===== config.mk =====
export PLATFORM = sky130hd
export DESIGN_NAME = multdiv_ctrl
export DESIGN_NICKNAME = d
export VERILOG_FILES = /design/src/rtl/multdiv_pkg.sv /design/src/rtl/multdiv_iter_counter.sv /design/src/rtl/multdiv_ctrl.sv
export SDC_FILE = /design/constraint.sdc
export NUM_CORES = 1
export LEC_CHECK = 0
export ABC_CLOCK_PERIOD_IN_PS = 2400
export CORE_MARGIN = 4
export CORE_UTILIZATION = 40
export DETAILED_ROUTE_END_ITERATION = 16
export MAX_ROUTING_LAYER = met4
export PLACE_DENSITY = 0.75
export SLEW_MARGIN = 20
export SYNTH_ARGS = -nofsm -noshare
export SYNTH_HDL_FRONTEND = slang
export SYNTH_SLANG_ARGS = --single-unit

===== constraint.sdc =====
create_clock -name clock -period 2.4 [get_ports clock]
set_input_delay 0.6 -clock clock [delete_from_list [all_inputs] [get_ports clock]]
set_output_delay 0.6 -clock clock [all_outputs]
set_load 0.01 [all_outputs]

===== src/rtl/multdiv_pkg.sv =====
// rtl/multdiv_pkg.sv - shared state encoding and iteration constants for the multiply/divide controller
package multdiv_pkg;

    localparam int ITERATIONS = 32;
    localparam int ITER_W     = 5;

    localparam logic [ITER_W-1:0] ITER_LAST = ITER_W'(ITERATIONS - 1);

    typedef enum logic [1:0] {
        ST_IDLE = 2'd0,
        ST_LOAD = 2'd1,
        ST_RUN  = 2'd2,
        ST_DONE = 2'd3
    } state_t;

endpackage


===== src/rtl/multdiv_iter_counter.sv =====
// rtl/multdiv_iter_counter.sv - iteration counter with clear, enable and terminal count
module multdiv_iter_counter
    import multdiv_pkg::*;
(
    input  logic              clock,
    input  logic              reset,
    input  logic              clear,
    input  logic              enable,
    output logic [ITER_W-1:0] count,
    output logic              terminal
);

    always_ff @(posedge clock) begin
        if (reset || clear) begin
            count <= '0;
        end else if (enable) begin
            count <= count + 1'b1;
        end
    end

    assign terminal = (count == ITER_LAST);

endmodule


===== src/rtl/multdiv_ctrl.sv =====
// rtl/multdiv_ctrl.sv - sequencing FSM for a 32-iteration multiply/divide unit
module multdiv_ctrl
    import multdiv_pkg::*;
(
    input  logic              clock,
    input  logic              reset,
    input  logic              start_mult,
    input  logic              start_div,
    input  logic [4:0]        dest_reg,
    input  logic              divisor_zero,
    input  logic              mult_ovf,
    input  logic              wb_ack,
    output logic              dp_load,
    output logic              dp_step,
    output logic              dp_is_div,
    output logic [ITER_W-1:0] iter,
    output logic              stall,
    output logic              result_ready,
    output logic              result_exception,
    output logic [4:0]        wb_reg
);

    state_t      state;
    state_t      state_next;
    logic        is_div_q;
    logic        exc_q;
    logic [4:0]  wb_reg_q;
    logic        any_start;
    logic        latch_op;
    logic        set_exc;
    logic        terminal;

    assign any_start = start_mult | start_div;

    multdiv_iter_counter u_iter (
        .clock    (clock),
        .reset    (reset),
        .clear    (state == ST_LOAD),
        .enable   ((state == ST_RUN) && !terminal),
        .count    (iter),
        .terminal (terminal)
    );

    always_comb begin
        state_next = state;
        latch_op   = 1'b0;
        set_exc    = 1'b0;
        case (state)
            ST_IDLE: begin
                if (any_start) begin
                    latch_op   = 1'b1;
                    state_next = ST_LOAD;
                end
            end
            ST_LOAD: begin
                if (is_div_q && divisor_zero) begin
                    set_exc    = 1'b1;
                    state_next = ST_DONE;
                end else begin
                    state_next = ST_RUN;
                end
            end
            ST_RUN: begin
                if (terminal) begin
                    set_exc    = !is_div_q && mult_ovf;
                    state_next = ST_DONE;
                end
            end
            ST_DONE: begin
                if (wb_ack) begin
                    state_next = ST_IDLE;
                end
            end
            default: state_next = ST_IDLE;
        endcase
    end

    always_ff @(posedge clock) begin
        if (reset) begin
            state    <= ST_IDLE;
            is_div_q <= 1'b0;
            exc_q    <= 1'b0;
            wb_reg_q <= '0;
        end else begin
            state <= state_next;
            if (latch_op) begin
                // multiply wins when both starts arrive together
                is_div_q <= !start_mult;
                wb_reg_q <= dest_reg;
                exc_q    <= 1'b0;
            end
            if (set_exc) begin
                exc_q <= 1'b1;
            end
        end
    end

    assign dp_load          = (state == ST_LOAD);
    assign dp_step          = (state == ST_RUN);
    assign dp_is_div        = is_div_q;
    assign result_ready     = (state == ST_DONE);
    assign result_exception = (state == ST_DONE) && exc_q;
    assign wb_reg           = wb_reg_q;
    // a start under reset is discarded, so it must not freeze the front end
    assign stall            = (state != ST_IDLE) || (!reset && any_start);

endmodule


======== After elaboration in Yosys (flattened, before gate mapping) ========
Index checks and enable logic that the tools add are counted.
storage, ports and cells
  bits in registers ....................... 14
  output and inout bits ................... 16
  word-level logic and storage cells ...... 41
cells by class
  $add $sub $neg .......................... 1
  equal/unequal tests ..................... 7
  mux-type cells .......................... 12
  bitwise operators ....................... 1
  reductions and logical operators ........ 15
operators with widths
  cell                                                                     count
  2-bit one-hot mux with 4 select lines                                    1
  1-bit 2-to-1 mux                                                         7
  2-bit 2-to-1 mux                                                         3
  5-bit by 1-bit adder with 5-bit output, second input constant            1
  5-bit equality test, second input constant                               1
  1-bit logical AND                                                        5
  2-bit equality test, second input constant                               2
  1-bit zero test                                                          4
  2-bit inequality test, second input constant                             2
  2-bit nonzero test                                                       2
  3-bit AND reduction                                                      1
  2-bit by 1-bit equality test with 1-bit output, second input constant    1
  2-bit zero test                                                          1
  1-bit logical OR                                                         2
  2-bit by 1-bit inequality test with 1-bit output, second input constant  1
  1-bit one-hot mux with 2 select lines                                    1
  1-bit OR                                                                 1

======== Depth between registers and ports, before layout ========
Gate-level depths: netlist of the first run.
  depth in word-level cells ............... 5
  mapped depth ............................ 6
  mapped depth without buffers ............ 6

======== Hierarchy ========
Synthesis of the first run repeated with hierarchy kept, for this count alone.
second synthesis, totals
  cell total of the unflattened synthesis .. 72
  area, all modules ....................... 720.7 µm²
modules (own cells, without submodules)
  module                instances  cells each  area each (µm²)  seq. area each (µm²)
  multdiv_ctrl          1          49          460.4            180.2
  multdiv_iter_counter  1          23          260.2            100.1

======== Worst setup path before layout of the first run ========
No wires, ideal clock.
  path kind ............................... input to output
  from .................................... input reset
  to ...................................... output stall
  arrival time ............................ 1.080 ns
  setup slack ............................. 0.720 ns
  stages on the path ...................... 2
  buffers on the path ..................... 1
  cells stage by stage .................... clkbuf_1 -> o21ai_0
between the ends
  longest elaborated chain between the ends .. 3
RTL lines
  what                RTL line             text
  start: declaration  multdiv_ctrl.sv:6    input logic reset,
  1-bit zero test     multdiv_ctrl.sv:105  assign stall = (state != ST_IDLE) || (!reset && any_start);
  1-bit logical AND   multdiv_ctrl.sv:105
  1-bit logical OR    multdiv_ctrl.sv:105
  end: declaration    multdiv_ctrl.sv:17   output logic stall,
Every way passes these cells.

======== Worst setup path after layout of the first run ========
  from .................................... input start_div
  to ...................................... output stall
between the ends
  longest elaborated chain between the ends .. 3
RTL lines
  what                RTL line             text
  start: declaration  multdiv_ctrl.sv:8    input logic start_div,
  1-bit OR            multdiv_ctrl.sv:33   assign any_start = start_mult | start_div;
  1-bit logical AND   multdiv_ctrl.sv:105
  1-bit logical OR    multdiv_ctrl.sv:105
Every way passes these cells.

==> results of run 1 <==
==> cell type report <==
cell class,count,share of cell area
timing repair buffer,32,0.294
clock buffer,4,0.0348
sequential,14,0.269
inverter,3,0.0108
multi-input combinational,56,0.372
tap,16,0.0192
==> where the power goes <==
group	switching (W)	internal, W
sequential	0.0000358	0.000276
clock	0.0000767	0.0000922
combinational	0.000179	0.000210
==> layer usage <==
| layer | up-vias | routed length, µm |
|---|---|---|
| li1 | 330 | - |
| met1 | 287 | 770 |
| met2 | 29 | 703 |
| met3 | 2 | 108 |
| met4 | 0 | 4 |
| met5 | - | 0 |
==> through the flow <==
| stage | cell area (µm²) | instances | TNS, ns |
|---|---|---|---|
| floorplan | 688 | 75 | 0 |
| global placement | 1010 | 121 | -0.0239 |
| detailed placement | 1010 | 121 | -0.0620 |
| CTS | 1040 | 125 | 0 |
| global route | 1040 | 125 | 0 |
| finish | 1040 | 125 | 0 |
==> path summary, 6_finish.rpt <==
kind / startpoint / to / depth (start not counted) / slack, ns
hold / removal: exc_q / exc_q / 2 / 0.46
setup / recovery: start_div / stall / 4 / 0.21
hold reg to reg: exc_q / exc_q / 2 / 0.46
setup reg to reg: u_iter.count[0] / u_iter.count[3] / 6 / 0.66
==> worst register-to-register path: stages, from the launching register on <==
cell and delay, ns:
dfxtp_1 0.35, ha_1 0.22, and3_1 0.18, ha_1 0.23, nand2b_1 0.21, or3_1 0.36, a21oi_1 0.13
==> cell usage after synthesis, drive strengths merged <==
cell type | count | area, µm²
dfxtp | 14 | 280
nor2 | 9 | 33.8
nand2 | 7 | 26.3
a21oi | 6 | 30.0
ha | 6 | 75.1
mux2i | 6 | 60.1
o21ai | 4 | 23.8
inv | 3 | 11.3
a211oi | 2 | 15.0
and3 | 2 | 12.5
nand2b | 2 | 12.5
nor2b | 2 | 20.0
a2111o | 1 | 11.3
and2 | 1 | 6.26
and4b | 1 | 10.0
buf | 1 | 5.00
clkbuf | 1 | 3.75
nand3 | 1 | 5.00
nand3b | 1 | 7.51
o41ai | 1 | 8.76
or2 | 1 | 6.26
or3 | 1 | 6.26
xnor2 | 1 | 8.76
xor2 | 1 | 8.76
==> repair_timing <==
item	in CTS	in global routing
endpoints found under the setup margin	1	0
gates resized for setup	1	0
hold buffers	0	0
setup buffers	0	0
==> cells by family after synthesis <==
family | after synthesis | share of synthesized area
xor gates and xnor gates | 2 | 0.0255
adders and majority gates | 6 | 0.109
AOI/OAI and AO/OA | 14 | 0.129
buffers and inverters | 5 | 0.0291
and+or+nand+nor | 28 | 0.213
DFF | 14 | 0.407
muxes | 6 | 0.0873
==> results.toml, run 1 <==
[cells_and_area]
drive_gt1_frac = 0.110
final_cell_mix = "clkdlybuf4s50_1 (26), dfxtp_1 (14), nor2_1 (9), nand2_1 (7)"
seq_area_um2 = 280
layout.nets = 128
final_core_util = 0.669
final_common_cell = "clkdlybuf4s50_1"
fill_cells = 134
multi_input_area_um2 = 388
area.growth.synth_to_final_pct = 51.5
diodes = 0

[timing]
hold_viol = 0
fin_ws_ns = 0.212
min_period_over_period = 0.912
hold_ws_ns = 0.457
slew_headroom = 0.738
fin_skew_ns = 0.00105
rsz0062_at_grt = "false"
drv_slew = 0
fin_crit_ns = 2.19
worstMarginPinSlew_ns = 0.393
max_freq_mhz = 457
finalSetupViolCount = 0

[placement]
hpwl_um = 1280
portBuffers = 27
pre_cts_slack_ns = -0.0620
gp_routability_congestion = 0.721

[clock_network]
path_clk_slew_ns = 0.09
clock-root-buffer = "clkbuf_4"
cts_tree = "yes"
cts_buffer_depth = 2
cts_inserted_buffers = 3
clock_latency_ns = 0.27
cts_num_sinks = 14
htree_levels = 1

[global_route]
antenna_found_initial = 0
grt_use_met2 = 0.239
grt_pass1_wl_um = 2800
gr-usage-met1 = 0.183
grt_usage = 0.149
grt_max_degree = 10
busiest_layer = "met2"
use_met3 = 0.0331
first_global_vias = 636
grt-ovfl-total = 0

[route]
viasPerCell = 5.18
drtPass1Iterations = 4
route.detailed.drc = 0
drt-initial-drc-count = 8
wl_per_cell_um = 12.7
vias = 648
wl_um = 1590
antenna_left = 0

[setup_path]
cp.arrival_ns = 1.59
critPathLaunchType = "input pin"
slowest_stage = "clkdlybuf4s50_1"
crit_fanout = 2
worstPathBufferInverterCount = 2
worstPathRequired_ns = 1.80
cp_cell_sequence = "clkdlybuf4s50_1 -> nor2_1 -> o21ai_0 -> dlygate4sd2_1"
path_delay_family = "buffers and inverters"
critPathKind = "input pin to output pin"
endpoint_kind = "output pin"
cpPeakStageDelay_ns = 0.49

[die]
coreArea_um2 = 1560
initial_core_util = 0.441
rows = 14
ios = 28
die_w_um = 49.5
die_area_um2 = 2450
die_h_um = 49.5

[synthesis]
synth_nets = 93
yosys_warnings = 0
netlist_area_um2 = 688
synth_cell_types = 26
synth.ff_latch_count = 14
syn_avg_cell_area_um2 = 9.18
postSynthCellCount = 75
ys_seq_area_frac = 0.407

[power_and_ir_drop]
finalPower_w = 0.000870
vdd_drop_max_v = 0.000563
powerDensity_nw_per_um2 = 834
p_leak_nw = 0.445

[outcome]
status = "finished clean"

[min_path]
hp-class = "flop to flop"

[job]
maxCapViolations = 0
Note: power is estimated with default switching activity, not from simulation.
==> run 2, diff against run 1 <==
--- a/config.mk
+++ b/config.mk
@@ -7,10 +7,10 @@
 export LEC_CHECK = 0
 export ABC_CLOCK_PERIOD_IN_PS = 2400
 export CORE_MARGIN = 4
-export CORE_UTILIZATION = 40
+export CORE_UTILIZATION = 44
 export DETAILED_ROUTE_END_ITERATION = 16
 export MAX_ROUTING_LAYER = met4
-export PLACE_DENSITY = 0.75
+export PLACE_DENSITY = 0.82
 export SLEW_MARGIN = 20
 export SYNTH_ARGS = -nofsm -noshare
 export SYNTH_HDL_FRONTEND = slang
==> results.toml, run 2 (synthesis gave the netlist of run 1 again) <==
[clock_network]
cts_buffer_depth = 2
clock-root-buffer = "clkbuf_4"
cts_inserted_buffers = 3
cts_hold_buf = 0
cts_tree = "yes"
path_clk_slew_ns = 0.08
clock_latency_ns = 0.27
htree_levels = 1
cts_num_sinks = 14

[placement]
portBuffers = 27
hpwl_um = 1210
pre_cts_slack_ns = -0.0388
gp_routability_congestion = 0.772
dp.cells = 121

[min_path]
hp-class = "flop to flop"
hold_path_depth = 2
hp-start = "exc_q"

[route]
wl_met3_um = 101
vias = 651
drtPass1Iterations = 4
met1Wirelength_um = 616
wl_um = 1520
viasPerCell = 5.25
route.detailed.drc = 0
antenna_left = 0
top_layer_used = "met3"
routed-wl-met2_um = 805
wl_per_cell_um = 12.3
drt-initial-drc-count = 4

[die]
die_w_um = 47.5
die_area_um2 = 2260
ios = 28
coreArea_um2 = 1490
rows = 14
initial_core_util = 0.462
die_h_um = 47.5

[timing]
worstMarginPinSlew_ns = 0.388
fin_crit_ns = 2.20
fin_ws_ns = 0.196
finalSetupViolCount = 0
tns_ns = 0
fin_skew_ns = 0.00118
max_freq_mhz = 454
hold_ws_ns = 0.458
slew_headroom = 0.741
min_period_over_period = 0.918
rsz0062_at_grt = "false"
drv_slew = 0
hold_viol = 0

[global_route]
grt_usage = 0.151
grt_max_degree = 10
grt_pass1_wl_um = 2380
grt-ovfl-total = 0
antenna_found_initial = 0
first_global_vias = 602

[power_and_ir_drop]
combPwrFrac = 0.462
p_int_w = 0.000543
swShare = 0.342
p_leak_nw = 0.438
p_clk_frac = 0.159
p_seq_frac = 0.380
p_sw_w = 0.000282
powerDensity_nw_per_um2 = 802
vdd_drop_max_v = 0.000402

[setup_path]
reg2reg_depth = 6
timing.rr.start = "u_iter.count[0]"
cp-startpoint = "start_mult"
endpoint_kind = "output pin"
worstPathRequired_ns = 1.80
cp.arrival_ns = 1.60
crit_fanout = 2
critPathLaunchType = "input pin"
critPathKind = "input pin to output pin"

[cells_and_area]
multi_input_area_um2 = 388
final_cell_mix = "clkdlybuf4s50_1 (26), dfxtp_1 (14), nor2_1 (9), nand2_1 (7)"
final_common_cell = "clkdlybuf4s50_1"
seq_area_um2 = 280
drive_gt1_frac = 0.102
fill_cells = 130
layout.cells.non_filler = 124
area.growth.synth_to_final_pct = 49.5
layout.nets = 128
diodes = 0
final_core_util = 0.691

[job]
maxCapViolations = 0

[outcome]
status = "finished clean"
-- run 2: cell types whose count changed in the layout (fill, tap and decap cells not counted) --
cell      delta
clkbuf_8     -1
-- run 2: path summary, 6_finish.rpt --
path,endpoint,slack (ns)
max,stall,0.20
min,exc_q,0.46
max reg2reg,u_iter.count[3],0.63
min reg2reg,exc_q,0.46
-- run 2: through the flow --
step / power [W] / cell area (µm²)
6_report: 0.000824 / 1030
5_1_grt: 0.000886 / 1030
4_1_cts: 0.000837 / 1030
3_5_place_dp: 0.000706 / 1010
3_3_place_gp: 0.000696 / 1010
2_1_floorplan: 0.000535 / 688
-- run 2: worst max-delay path, stage by stage --
cell             delay, ns
clkdlybuf4s50_1       0.48
nor2_1                0.05
o21ai_0               0.17
dlygate4sd2_1         0.30
-- run 2: per-layer routing --
metal / vias up / global-route usage
met5: - / -
met4: 0 / 0.0484
met3: 0 / 0.0301
met2: 22 / 0.267
met1: 301 / 0.170
li1: 328 / -
-- run 2: power groups by stage --
| stage | registers, W | clock network [W] | logic, W |
|---|---|---|---|
| finish | 0.000313 | 0.000131 | 0.000381 |
| global placement | 0.000315 | 0 | 0.000381 |
| global route | 0.000319 | 0.000147 | 0.000419 |
| floorplan | 0.000325 | 0 | 0.000210 |
| detailed placement | 0.000318 | 0 | 0.000387 |
| CTS | 0.000313 | 0.000140 | 0.000384 |
-- run 2: timing repair --
item                                    in CTS  in global routing
setup buffers                                0                  0
endpoints found under the setup margin       1                  0
resized for setup                            1                  0
-- run 2: cell type report --
type | instances | area share
clock buffer | 3 | 0.0219
inverter | 3 | 0.0109
multi-input combinational | 56 | 0.377
sequential | 14 | 0.273
tap | 16 | 0.0195
timing repair buffer | 32 | 0.298
